===== config.mk =====
export PLATFORM = sky130hd
export DESIGN_NAME = eco32_core_ifu_icm_alloc
export DESIGN_NICKNAME = d
export VERILOG_FILES = /design/src/rtl/eco32_core_ifu_icm_alloc.sv
export SDC_FILE = /design/constraint.sdc
export NUM_CORES = 1
export LEC_CHECK = 0
export ABC_AREA = 1
export CORE_ASPECT_RATIO = 0.6
export CORE_MARGIN = 10
export CORE_UTILIZATION = 68
export CTS_CLUSTER_DIAMETER = 40
export DETAILED_ROUTE_END_ITERATION = 8
export DONT_BUFFER_PORTS = 1
export PLACE_DENSITY = 0.82
export SYNTH_ARGS = -nofsm -noshare
export SYNTH_HDL_FRONTEND = slang
export SYNTH_SLANG_ARGS = --single-unit

===== constraint.sdc =====
create_clock -name clk -period 2.6 [get_ports clk]
set_input_delay 0.65 -clock clk [delete_from_list [all_inputs] [get_ports clk]]
set_output_delay 0.65 -clock clk [all_outputs]
set_load 0.01 [all_outputs]

===== src/rtl/eco32_core_ifu_icm_alloc.sv =====
// Writer side of the IFU 16-entry I-cache miss table: slot allocation, table write, line-fill request, slot free.
// Optional occupancy statistics (occ / occ_max) are enabled by defining ECO32_ICM_ALLOC_STATS_EN.
module eco32_core_ifu_icm_alloc #(
    parameter int PTR_W  = 4,
    parameter int REQ_TO = 255
) (
    input  logic             clk,
    input  logic             rst_n,
    input  logic             miss_stb,
    output logic             miss_ack,
    input  logic [25:0]      miss_v_addr,
    input  logic [3:0]       miss_asid,
    input  logic             miss_wid,
    input  logic             miss_tid,
    output logic             wr_stb,
    output logic [PTR_W-1:0] wr_ptr,
    output logic [25:0]      wr_v_addr,
    output logic [3:0]       wr_asid,
    output logic             wr_wid,
    output logic             wr_tag,
    output logic             wr_tid,
    output logic             mem_req,
    output logic [PTR_W-1:0] mem_ptr,
    input  logic             mem_ack,
    output logic             mem_tout,
    input  logic             fill_stb,
    input  logic [PTR_W-1:0] fill_ptr,
    output logic             fill_err,
    input  logic             flush_stb,
    output logic             flush_ack,
`ifdef ECO32_ICM_ALLOC_STATS_EN
    output logic [PTR_W:0]   occ,
    output logic [PTR_W:0]   occ_max,
`endif
    output logic             full
);

    localparam int DEPTH = 1 << PTR_W;
    localparam int CNT_W = $clog2(REQ_TO + 2);
    localparam logic [CNT_W-1:0] TO_VAL  = CNT_W'(REQ_TO);
    localparam logic [CNT_W-1:0] CNT_SAT = CNT_W'(REQ_TO + 1);
    localparam bit TOUT_EN = (REQ_TO != 0);

    typedef enum logic [1:0] {
        ST_IDLE  = 2'd0,
        ST_WRITE = 2'd1,
        ST_REQ   = 2'd2
    } state_e;

    state_e             state_q, state_d;
    logic [DEPTH-1:0]   valid_q, valid_d;
    logic [PTR_W-1:0]   ptr_q, ptr_d;
    logic [25:0]        vaddr_q, vaddr_d;
    logic [3:0]         asid_q, asid_d;
    logic               wid_q, wid_d;
    logic               tid_q, tid_d;
    logic [CNT_W-1:0]   cnt_q, cnt_d;
    logic               full_q, full_d;
    logic               flush_ack_q, flush_ack_d;
    logic               fill_err_q, fill_err_d;
    logic [PTR_W-1:0]   free_ptr;

    // Lowest-index free slot; descending scan so the smallest index wins.
    always_comb begin
        free_ptr = '0;
        for (int i = DEPTH - 1; i >= 0; i--) begin
            if (!valid_q[i]) begin
                free_ptr = PTR_W'(i);
            end
        end
    end

    always_comb begin
        // NOTE: every combinational output gets a default first, so no path can infer a latch.
        state_d     = state_q;
        valid_d     = valid_q;
        ptr_d       = ptr_q;
        vaddr_d     = vaddr_q;
        asid_d      = asid_q;
        wid_d       = wid_q;
        tid_d       = tid_q;
        cnt_d       = '0;
        flush_ack_d = 1'b0;
        fill_err_d  = 1'b0;
        miss_ack    = 1'b0;
        wr_stb      = 1'b0;
        mem_req     = 1'b0;

        if (fill_stb) begin
            if (valid_q[fill_ptr]) begin
                valid_d[fill_ptr] = 1'b0;
            end else begin
                fill_err_d = 1'b1;
            end
        end

        unique case (state_q)
            ST_IDLE: begin
                if (flush_stb) begin
                    valid_d     = '0;
                    flush_ack_d = 1'b1;
                end else if (miss_stb && !full_q) begin
                    // Allocation looks at the pre-free bitmap; a slot freed this cycle is usable next cycle.
                    miss_ack          = 1'b1;
                    ptr_d             = free_ptr;
                    vaddr_d           = miss_v_addr;
                    asid_d            = miss_asid;
                    wid_d             = miss_wid;
                    tid_d             = miss_tid;
                    valid_d[free_ptr] = 1'b1;
                    state_d           = ST_WRITE;
                end
            end
            ST_WRITE: begin
                wr_stb  = 1'b1;
                state_d = ST_REQ;
            end
            ST_REQ: begin
                mem_req = 1'b1;
                if (mem_ack) begin
                    state_d = ST_IDLE;
                end else begin
                    cnt_d = (cnt_q == CNT_SAT) ? cnt_q : cnt_q + 1'b1;
                end
            end
            default: state_d = ST_IDLE;
        endcase

        full_d = &valid_d;
    end

    // NOTE: the valid bitmap is a handful of flops, not a RAM, so it is reset along with the FSM.
    always_ff @(posedge clk or negedge rst_n) begin
        if (!rst_n) begin
            state_q     <= ST_IDLE;
            valid_q     <= '0;
            ptr_q       <= '0;
            vaddr_q     <= '0;
            asid_q      <= '0;
            wid_q       <= 1'b0;
            tid_q       <= 1'b0;
            cnt_q       <= '0;
            full_q      <= 1'b0;
            flush_ack_q <= 1'b0;
            fill_err_q  <= 1'b0;
        end else begin
            // NOTE: non-blocking assignments keep every flop sampling pre-edge values.
            state_q     <= state_d;
            valid_q     <= valid_d;
            ptr_q       <= ptr_d;
            vaddr_q     <= vaddr_d;
            asid_q      <= asid_d;
            wid_q       <= wid_d;
            tid_q       <= tid_d;
            cnt_q       <= cnt_d;
            full_q      <= full_d;
            flush_ack_q <= flush_ack_d;
            fill_err_q  <= fill_err_d;
        end
    end

    // The counter saturates one past REQ_TO, so the pulse fires once per request.
    assign mem_tout  = TOUT_EN && (state_q == ST_REQ) && (cnt_q == TO_VAL);
    assign wr_ptr    = ptr_q;
    assign wr_v_addr = vaddr_q;
    assign wr_asid   = asid_q;
    assign wr_wid    = wid_q;
    assign wr_tid    = tid_q;
    assign wr_tag    = wr_stb;
    assign mem_ptr   = ptr_q;
    assign full      = full_q;
    assign fill_err  = fill_err_q;
    assign flush_ack = flush_ack_q;

`ifdef ECO32_ICM_ALLOC_STATS_EN
    logic [PTR_W:0] occ_q, occ_d;
    logic [PTR_W:0] occ_max_q, occ_max_d;

    always_comb begin
        occ_d = '0;
        for (int i = 0; i < DEPTH; i++) begin
            occ_d = occ_d + (PTR_W + 1)'(valid_d[i]);
        end
        if (state_q == ST_IDLE && flush_stb) begin
            occ_max_d = '0;
        end else begin
            occ_max_d = (occ_d > occ_max_q) ? occ_d : occ_max_q;
        end
    end

    always_ff @(posedge clk or negedge rst_n) begin
        if (!rst_n) begin
            occ_q     <= '0;
            occ_max_q <= '0;
        end else begin
            occ_q     <= occ_d;
            occ_max_q <= occ_max_d;
        end
    end

    assign occ     = occ_q;
    assign occ_max = occ_max_q;
`endif

endmodule


== Yosys cells after proc, flatten, opt, wreduce, memory -nomap -nowiden ==
Index checks and enable logic that the tools add are counted.

* Bits in registers: 66
* Input port bits: 42
* Output and inout bits: 48
* Logic and storage cells: 80

* Add/subtract/negate cells: 1
* $lt $le $gt $ge: 4
* Equal/unequal tests: 8
* Mux-type cells: 43
* Bitwise logic cells: 4
* Reduce and logical (&&, ||, !) cells: 9

{| class="wikitable"
|+ Operators by type and width
! operator !! count
|-
| $mux W16 || 5
|-
| $mux W4 || 16
|-
| $mux W9 || 3
|-
| $and A16 B16 Y16 || 1
|-
| $not A16 Y16 || 1
|-
| $or A16 B16 Y16 || 1
|-
| $reduce_and A16 Y1 || 1
|-
| $mux W1 || 12
|-
| $lt A4 B5 Y1 const B || 2
|-
| $add A9 B1 Y9 const B || 1
|-
| $eq A9 B8 Y1 const B || 1
|-
| $eq A9 B9 Y1 const B || 1
|-
| $demux W1 S4 || 2
|-
| $ge A4 B1 Y1 const B || 2
|-
| $mux W2 || 3
|-
| $ne A2 B2 Y1 const B || 3
|-
| $pmux W2 S3 || 1
|-
| $reduce_and A3 Y1 || 2
|-
| $bmux W1 S4 || 1
|-
| $logic_and A1 B1 Y1 || 4
|-
| $ne A3 B3 Y1 const B || 1
|-
| $eq A2 B1 Y1 const B || 1
|-
| $eq A2 B2 Y1 const B || 1
|-
| $logic_not A2 Y1 || 1
|-
| other kinds (2) || 2
|}

== Logic depth before layout (Yosys ltp) ==
Gate-level depths: netlist of the first run.

* Word-level depth: 25
* Gate-level depth with buffers: 23
* Gate-level depth less buffers: 23

== Worst setup path after synthesis of the first run ==
No wires, ideal clock.

* Path type: input to output
* Start: in miss_stb
* End: out miss_ack
* Arrival: 1.533 ns
* Data required time: 1.950 ns
* Path slack: 0.417 ns
* Stages: 5
* Cell sequence: inv_1 -> nor2_1 -> nand2_1 -> nor2_1 -> clkbuf_1

* Cells in the longest elaborated chain, start to end: 4

{| class="wikitable"
|+ RTL lines
! item !! RTL line !! source
|-
| start, declared || 9 || <nowiki>input logic miss_stb,</nowiki>
|-
| $logic_and A1 B1 Y1 || 102 || <nowiki>end else if (miss_stb && !full_q) begin</nowiki>
|-
| $mux W1 || 102 ||
|-
| $mux W1 || 99 || <nowiki>if (flush_stb) begin</nowiki>
|-
| $mux W1 || 97 || <nowiki>unique case (state_q)</nowiki>
|-
| end, declared || 10 || <nowiki>output logic miss_ack,</nowiki>
|}

Every way passes these cells.

== Final worst setup path of the first run ==
* Start: reg valid_q[2]
* End: reg full_q (netlist: full)

* Cells in the longest elaborated chain, start to end: 12
* Elaborated cells between the ends (all ways): 18
* Those cells by class: 2 x order compare; 12 x mux; 2 x bitwise; 2 x reduce/logical

{| class="wikitable"
|+ RTL lines
! item !! RTL line !! source
|-
| start, declared || 51 || <nowiki>logic [DEPTH-1:0] valid_q, valid_d;</nowiki>
|-
| start signal, assigned || 149 || <nowiki>valid_q <= valid_d;</nowiki>
|-
| $mux W4 (3 in a row) || 67 || <nowiki>if (!valid_q[i]) begin</nowiki>
|-
| $lt A4 B5 Y1 (implied by the code) / $ge A4 B1 Y1 (equally long branches) || 110 || <nowiki>valid_d[free_ptr] = 1'b1;</nowiki>
|-
| $logic_and A1 B1 Y1 (implied by the code) || 110 ||
|-
| $mux W1 (implied by the code) || 110 ||
|-
| $demux W1 S4 || 110 ||
|-
| $or A16 B16 Y16 (no source line) || - ||
|-
| $mux W16 || 102 ||
|-
| $mux W16 || 99 ||
|-
| $mux W16 * || 97 ||
|-
| $reduce_and A16 Y1 * || 129 || <nowiki>full_d = &valid_d;</nowiki>
|-
| named net full_d || 58 || <nowiki>logic full_q, full_d;</nowiki>
|-
| end signal, assigned || 156 || <nowiki>full_q <= full_d;</nowiki>
|-
| end, declared || 58 ||
|}

Mark *: on every way through the listed nets, which the timed path passes. The rest lies on a longest branch. The select of a mux whose other input is x is not followed.
A chain may end at the register's enable or synchronous reset.

==> impl_results.md, run 1 <==
* Sequential share of the synthesized area at 49.35%
* Synthesis warning total at 0
* Part of the power in registers at 50.6%
* Placed inst area at 3386 µm²
* Dpl hpwl at 6452 µm
* Worst setup SP type: flop
* Fraction of layout cells with a size suffix above 1 at 9.745%
* Pwr dens at 749.3 nW/µm²
* P_int at 1.882 mW
* Area of the multi-input gates at 1434 µm²
* H-tree levels at 3
* Num CTS Buffers at 9
* P_leak at 1.799 nW
* Clock root buffer master: clkbuf_8
* Post-Syn Area per Cell at 7.875 µm²
* Slew @ Worst Pin at 0.5002 ns
* Slew margin rel. at 66.53%
* Vias in the first global route at 2787
* CP Capture Type: flop
* Die W at 110.6 µm
* Antenna cells at 0
* Die height at 74.35 µm
* Slew Viols, Final at 0
* Netlist cell types at 32
* R2R Path End: full$_DFF_PN0_
* Max-Cap Viols at 0
* Most frequent cells in the layout: 157 x nand2_1, 66 x dfrtp_1, 47 x inv_1, 26 x nor2_1, 22 x nand3_1
* Worst Hold Class: primary input to async pin
* Commonest non-fill, non-tap cell in the layout: nand2_1
* DRT Pass-1 Iters at 8
* Post-Syn Instances at 425
* CORE AREA at 4659 µm²
* CP Max Fanout at 8
* Final hold vios at 0
* Synth Cell Area at 3347 µm²
* Setup tns final at 0 ns
* R2R cell count at 12
* Clk buf depth at 2
* Worst path arrival time at 2.58 ns
* Post-DRT Antenna Nets at 0
* Fmax at 434.1 MHz
* Reg-to-reg startpoint: valid_q[2]$_DFF_PN0_
* Area Growth Syn to Fin at 8.822%
* Final period util at 88.61%
* Dominant synthesized flop cell: dfrtp_1
* GRT Total Usage at 22.01%
* RSZ-0062 raised after global routing: false
* Critical path class: flop to flop
* Net Switching at 847.3 µW
* Met3 WL at 1241 µm
* Net count after synthesis at 470
* WL met1 at 3810 µm
* Flop and latch count out of synthesis at 66
* CTS sink cnt at 66
* 1st-iter DRT viols at 436
* Ys async rst share at 100.0%
* Rows at 19
* Ports at 90
* Skew-Pair Late Insertion Delay at 0.35 ns
* Clock Skews at 0.006509 ns
* Hold WS at 0.1803 ns
* CP startpoint: valid_q[2]$_DFF_PN0_
* FILL cells at 340
* Antenna violations before repair at 0
* CTS tree: yes
* First-pass GRT wire length at 14470 µm
* Peak supply drop at 638.3 µV
* Pin count of the biggest net entering global routing at 67
* Setup violations, final at 0
* Final WL at 9047 µm
* Starting Density at 71.83%
* WL met2 at 3763 µm
* Top Layer Used: met5
* RePlAce Congestion at 1.041
* Post-CTS Resized at 0
* Post-detailed-route via-to-cell ratio at 5.905
* Total grt overflow at 0
* Status: finished, final reports clean
* DR vias at 2917
* Reg area at 1652 µm²
* Die area at 8220 µm²
* Combinational power share at 13.3%
* Clock group share of total power at 36.0%
* Tmin final at 2.304 ns
* WP data required at 2.88 ns
* Wire per inst at 18.31 µm
* Port Buffers at 0
* # DRC at 0
* Clock-pin slew on the worst setup and hold paths at 0.07 ns
* Switching Share at 31.05%
* Layout net count at 471
* Post-synth EDFFs at 0
* FF-to-FF setup slack at 0.30 ns
* Finished Cell Area at 3642 µm²
-- timing repair --
action / CTS / global route
hold buffers: 1 / 0
setup buffers: 0 / 0
hold endpoints to repair: 66 / 0
setup endpoints to repair: 0 / 0
-- logic make-up after synthesis --
kind of cell	synth area share [%]
flip-flops	49.35
adder cells (fa/ha/maj)	1.122
buffers and inverters	7.888
AO/OA/AOI/OAI	10.69
AND/OR/NAND/NOR	30.95
-- area by class of cell --
cell class	instances	share of cell area, %
well taps	63	2.164
clock buffers	12	4.260
multi-input cells	294	39.37
inverters	49	5.050
flip-flops and latches	66	45.35
clock inverters	4	2.027
repair buffers	6	1.786
-- cells in the mapped netlist (2+ instances only) --
master / count / share of area, %
nand2_1: 157 / 18
dfrtp_1: 66 / 49
inv_1: 47 / 5.3
nor2_1: 27 / 3.0
nand3_1: 22 / 3.3
a21oi_1: 17 / 2.5
o31ai_1: 14 / 3.1
o21ai_0: 11 / 1.6
clkbuf_1: 10 / 1.1
nand4_1: 8 / 1.5
buf_4: 5 / 1.1
nor3_1: 5 / 0.75
nand2_4: 4 / 1.3
a22oi_1: 3 / 0.67
a31oi_1: 3 / 0.56
ha_1: 3 / 1.1
nor2_2: 3 / 0.56
nand2_2: 2 / 0.37
nand3_2: 2 / 0.60
nor2_4: 2 / 0.67
nor3_2: 2 / 0.60
o211ai_1: 2 / 0.45
-- per-layer routing --
| layer | global-route usage, % | vias to the layer above |
|---|---|---|
| li1 | - | 1357 |
| met2 | 32.42 | 198 |
| met3 | 9.960 | 40 |
| met5 | 3.333 | - |
| met1 | 28.20 | 1320 |
| met4 | 7.328 | 2 |
-- flip-flops by register name, summed over array words and instances (netlist names) --
name,flops
flush_ack,1
fill_err,1
wr_wid,1
wr_asid,4
wr_v_addr,26
valid_q,16
full,1
cnt_q,9
state_q,2
mem_ptr,4
wr_tid,1
-- stage by stage --
stage | cells | utilization (%) | power, mW | setup WS [ns]
final | 494 | 78.17 | 2.729 | 0.2962
after global routing | 494 | 78.17 | 2.860 | 0.1509
after CTS | 494 | 78.17 | 2.739 | 0.3053
after detailed placement | 477 | 72.66 | 1.729 | 0.4376
after global placement | 477 | 72.66 | 1.713 | 0.4629
after floorplan | 425 | - | 1.628 | 0.4169
-- power groups by stage --
stage                     sequential, mW  combinational, mW  clock [mW]
after floorplan                     1.34              0.284           0
after global placement              1.40              0.314           0
after detailed placement            1.40              0.329           0
after CTS                           1.38              0.360       0.996
after global routing                1.40              0.412        1.05
final                               1.38              0.364       0.984
-- critical path: stages, from the launching register on --
cell and delay, ns:
dfrtp_1 0.57, nand2_1 0.19, nor2_4 0.19, nand3_2 0.11
nor3_2 0.35, nand4_1 0.25, nand2_1 0.11, nand2_1 0.06
nor2_1 0.09, nand2_1 0.08, nor2_2 0.09, nand2_1 0.05
nor2_1 0.08
-- worst max-delay path by stage --
| stage | to | slack, ns | cells after the start |
|---|---|---|---|
| 2_1_floorplan | miss_ack | 0.42 | 5 |
| 3_3_place_gp | full$_DFF_PN0_ | 0.46 | 14 |
| 3_5_place_dp | full$_DFF_PN0_ | 0.44 | 12 |
| 4_1_cts | mem_tout | 0.31 | 7 |
| 5_1_grt | mem_tout | 0.15 | 7 |
| 6_report | full$_DFF_PN0_ | 0.30 | 12 |
(Power assumes the default switching activity.)
==> inputs of run 2 (changes only) <==
--- a/config.mk
+++ b/config.mk
@@ -8,11 +8,12 @@
 export ABC_AREA = 1
 export CORE_ASPECT_RATIO = 0.6
 export CORE_MARGIN = 10
-export CORE_UTILIZATION = 68
+export CORE_UTILIZATION = 70
+export CTS_BUF_LIST = sky130_fd_sc_hd__clkbuf_8
 export CTS_CLUSTER_DIAMETER = 40
 export DETAILED_ROUTE_END_ITERATION = 8
 export DONT_BUFFER_PORTS = 1
-export PLACE_DENSITY = 0.82
+export PLACE_DENSITY = 0.84
 export SYNTH_ARGS = -nofsm -noshare
 export SYNTH_HDL_FRONTEND = slang
 export SYNTH_SLANG_ARGS = --single-unit
==> impl_results.md, run 2 (synthesis gave the netlist of run 1 again) <==
* Status: finished, final reports clean
* CP Capture Type: output pin
* Ports at 90 (unchanged)
* Port Buffers at 0 (unchanged)
* 1st-iter DRT viols at 371 (-15%)
* Setup tns final at 0 ns (unchanged)
* Hold WS at 0.1733 ns (-0.007066 ns)
* Fmax at 449.9 MHz (+3.6%)
* Slew Viols, Final at 0 (unchanged)
* Clock Skews at 0.008634 ns (+0.002125 ns)
* Max-Cap Viols at 0 (unchanged)
* Post-DRT Antenna Nets at 0 (unchanged)
* Net Switching at 841.1 µW (-0.74%)
* Antenna cells at 0 (unchanged)
* RSZ-0062 raised after global routing: false
* Total grt overflow at 0 (unchanged)
* Post-detailed-route via-to-cell ratio at 5.968 (+1.1%)
* Worst setup SP type: flop
* Pin count of the biggest net entering global routing at 67 (unchanged)
* Worst Hold Class: primary input to async pin
* Layout net count at 471 (unchanged)
* Die height at 73.56 µm (-1.1%)
* Fraction of layout cells with a size suffix above 1 at 9.745% (unchanged)
* Starting Density at 72.95% (+1.1 points)
* DR vias at 2948 (+1.1%)
* Setup violations, final at 0 (unchanged)
* CORE AREA at 4588 µm² (-1.5%)
* Worst path arrival time at 1.57 ns (-1.01 ns)
* Slew margin rel. at 49.27% (-17 points)
* Peak supply drop at 523.0 µV (-18%)
* Antenna violations before repair at 0 (unchanged)
* Placed inst area at 3398 µm² (+0.37%)
* RePlAce Congestion at 0.9691 (-6.9%)
* Skew-Pair Late Insertion Delay at 0.34 ns (about the same)
* Wire per inst at 17.64 µm (-3.7%)
* Switching Share at 32.79% (+1.7 points)
* Area Growth Syn to Fin at 7.888%
* Finished Cell Area at 3611 µm² (-0.86%)
* Num CTS Buffers at 9 (unchanged)
* Critical path class: flop to output pin
* Clk buf depth at 2 (unchanged)
* Dpl hpwl at 6531 µm (+1.2%)
* Pwr dens at 710.2 nW/µm² (-5.2%)
* Most frequent cells in the layout: 157 x nand2_1, 66 x dfrtp_1, 48 x inv_1, 26 x nor2_1, 22 x nand3_1
* Post-CTS Resized at 0 (unchanged)
* Die area at 8038 µm² (-2.2%)
* DRT Pass-1 Iters at 6 (-2)
* CTS tree: yes
* Largest register FFs at 26 (unchanged)
* Final period util at 85.50% (-3.1 points)
* Rows at 19 (unchanged)
* P_leak at 1.790 nW (-0.54%)
* Slew @ Worst Pin at 0.7582 ns (+0.2580 ns)
* Vias in the first global route at 2836 (+1.8%)
* CP Max Fanout at 3 (-5)
* Commonest non-fill, non-tap cell in the layout: nand2_1
* WP data required at 1.95 ns (-0.93 ns)
* First-pass GRT wire length at 14300 µm (-1.2%)
* Combinational power share at 13.9% (+0.6 points)
* Tmin final at 2.223 ns (-0.08083 ns)
* GRT Total Usage at 22.74% (+0.74 points)
* Final hold vios at 0 (unchanged)
* P_int at 1.724 mW (-8.4%)
* Clock group share of total power at 31.9% (-4.1 points)
* Die W at 109.3 µm (-1.2%)
* H-tree levels at 3 (unchanged)
* Clock root buffer master: clkbuf_8
* CTS sink cnt at 66 (unchanged)
* Setup Buffers After CTS at 0 (unchanged)
* Part of the power in registers at 54.2% (+3.6 points)
* Clock-pin slew on the worst setup and hold paths at 0.08 ns (about the same)
* Final WL at 8712 µm (-3.7%)
* # DRC at 0 (unchanged)
[run 2: routing by layer]
| layer | track usage [%] | routed length, µm | up-vias |
|---|---|---|---|
| li1 | - | - | 1364 |
| met1 | 28.36 | 3313 | 1373 |
| met2 | 34.86 | 3859 | 193 |
| met3 | 9.956 | 1371 | 18 |
| met4 | 7.471 | 167 | 0 |
| met5 | 0 | 0 | - |
[run 2: final timing paths]
kind	startpoint	end	slack [ns]	cells after the start
setup / recovery	cnt_q[0]$_DFFE_PN0P_	mem_tout	0.38	6
hold / removal	rst_n	wr_asid[1]$_DFFE_PN0P_	0.17	1
setup reg to reg	valid_q[5]$_DFF_PN0_	full$_DFF_PN0_	0.40	13
hold reg to reg	cnt_q[5]$_DFFE_PN0P_	cnt_q[5]$_DFFE_PN0P_	0.51	1
max in group asynchronous	rst_n	flush_ack$_DFF_PN0_	2.16	1
min in group clk	flush_stb	state_q[0]$_DFFE_PN0P_	0.37	1
[run 2: stage by stage]
step	setup WS [ns]	instances	total power, mW	utilization [%]
floorplan	0.4169	425	1.628	-
global route	0.1983	494	2.698	78.70
global placement	0.5283	477	1.719	74.07
finish	0.3770	494	2.565	78.70
CTS	0.3454	494	2.579	78.70
detailed placement	0.4653	477	1.741	74.07
[run 2: power groups by stage]
stage	clock network, mW	logic, mW	registers (mW)
floorplan	0	0.284	1.34
global placement	0	0.313	1.41
detailed placement	0	0.334	1.41
CTS	0.829	0.357	1.39
global route	0.880	0.409	1.41
finish	0.817	0.357	1.39
[run 2: layout make-up]
cell class	count	area, µm²
timing repair buffer	6	77.57
clock buffer	9	123.9
clock inverter	7	61.31
sequential	66	1652
multi-input combinational	294	1434
inverter	49	183.9
fill	309	977.2
tap	63	78.83
[run 2: critical path, stage by stage, from the launching register on]
cell and delay (ns):
dfrtp_1 0.37, ha_1 0.18, nand2_1 0.10, nor3_1 0.18, ha_1 0.17, inv_1 0.03
nor2_1 0.20
[run 2: repair_timing]
item                                   4_1_cts  5_1_grt
setup endpoints to repair                    0        0
endpoints found under the hold margin       66        0
hold buffers                                 1        0
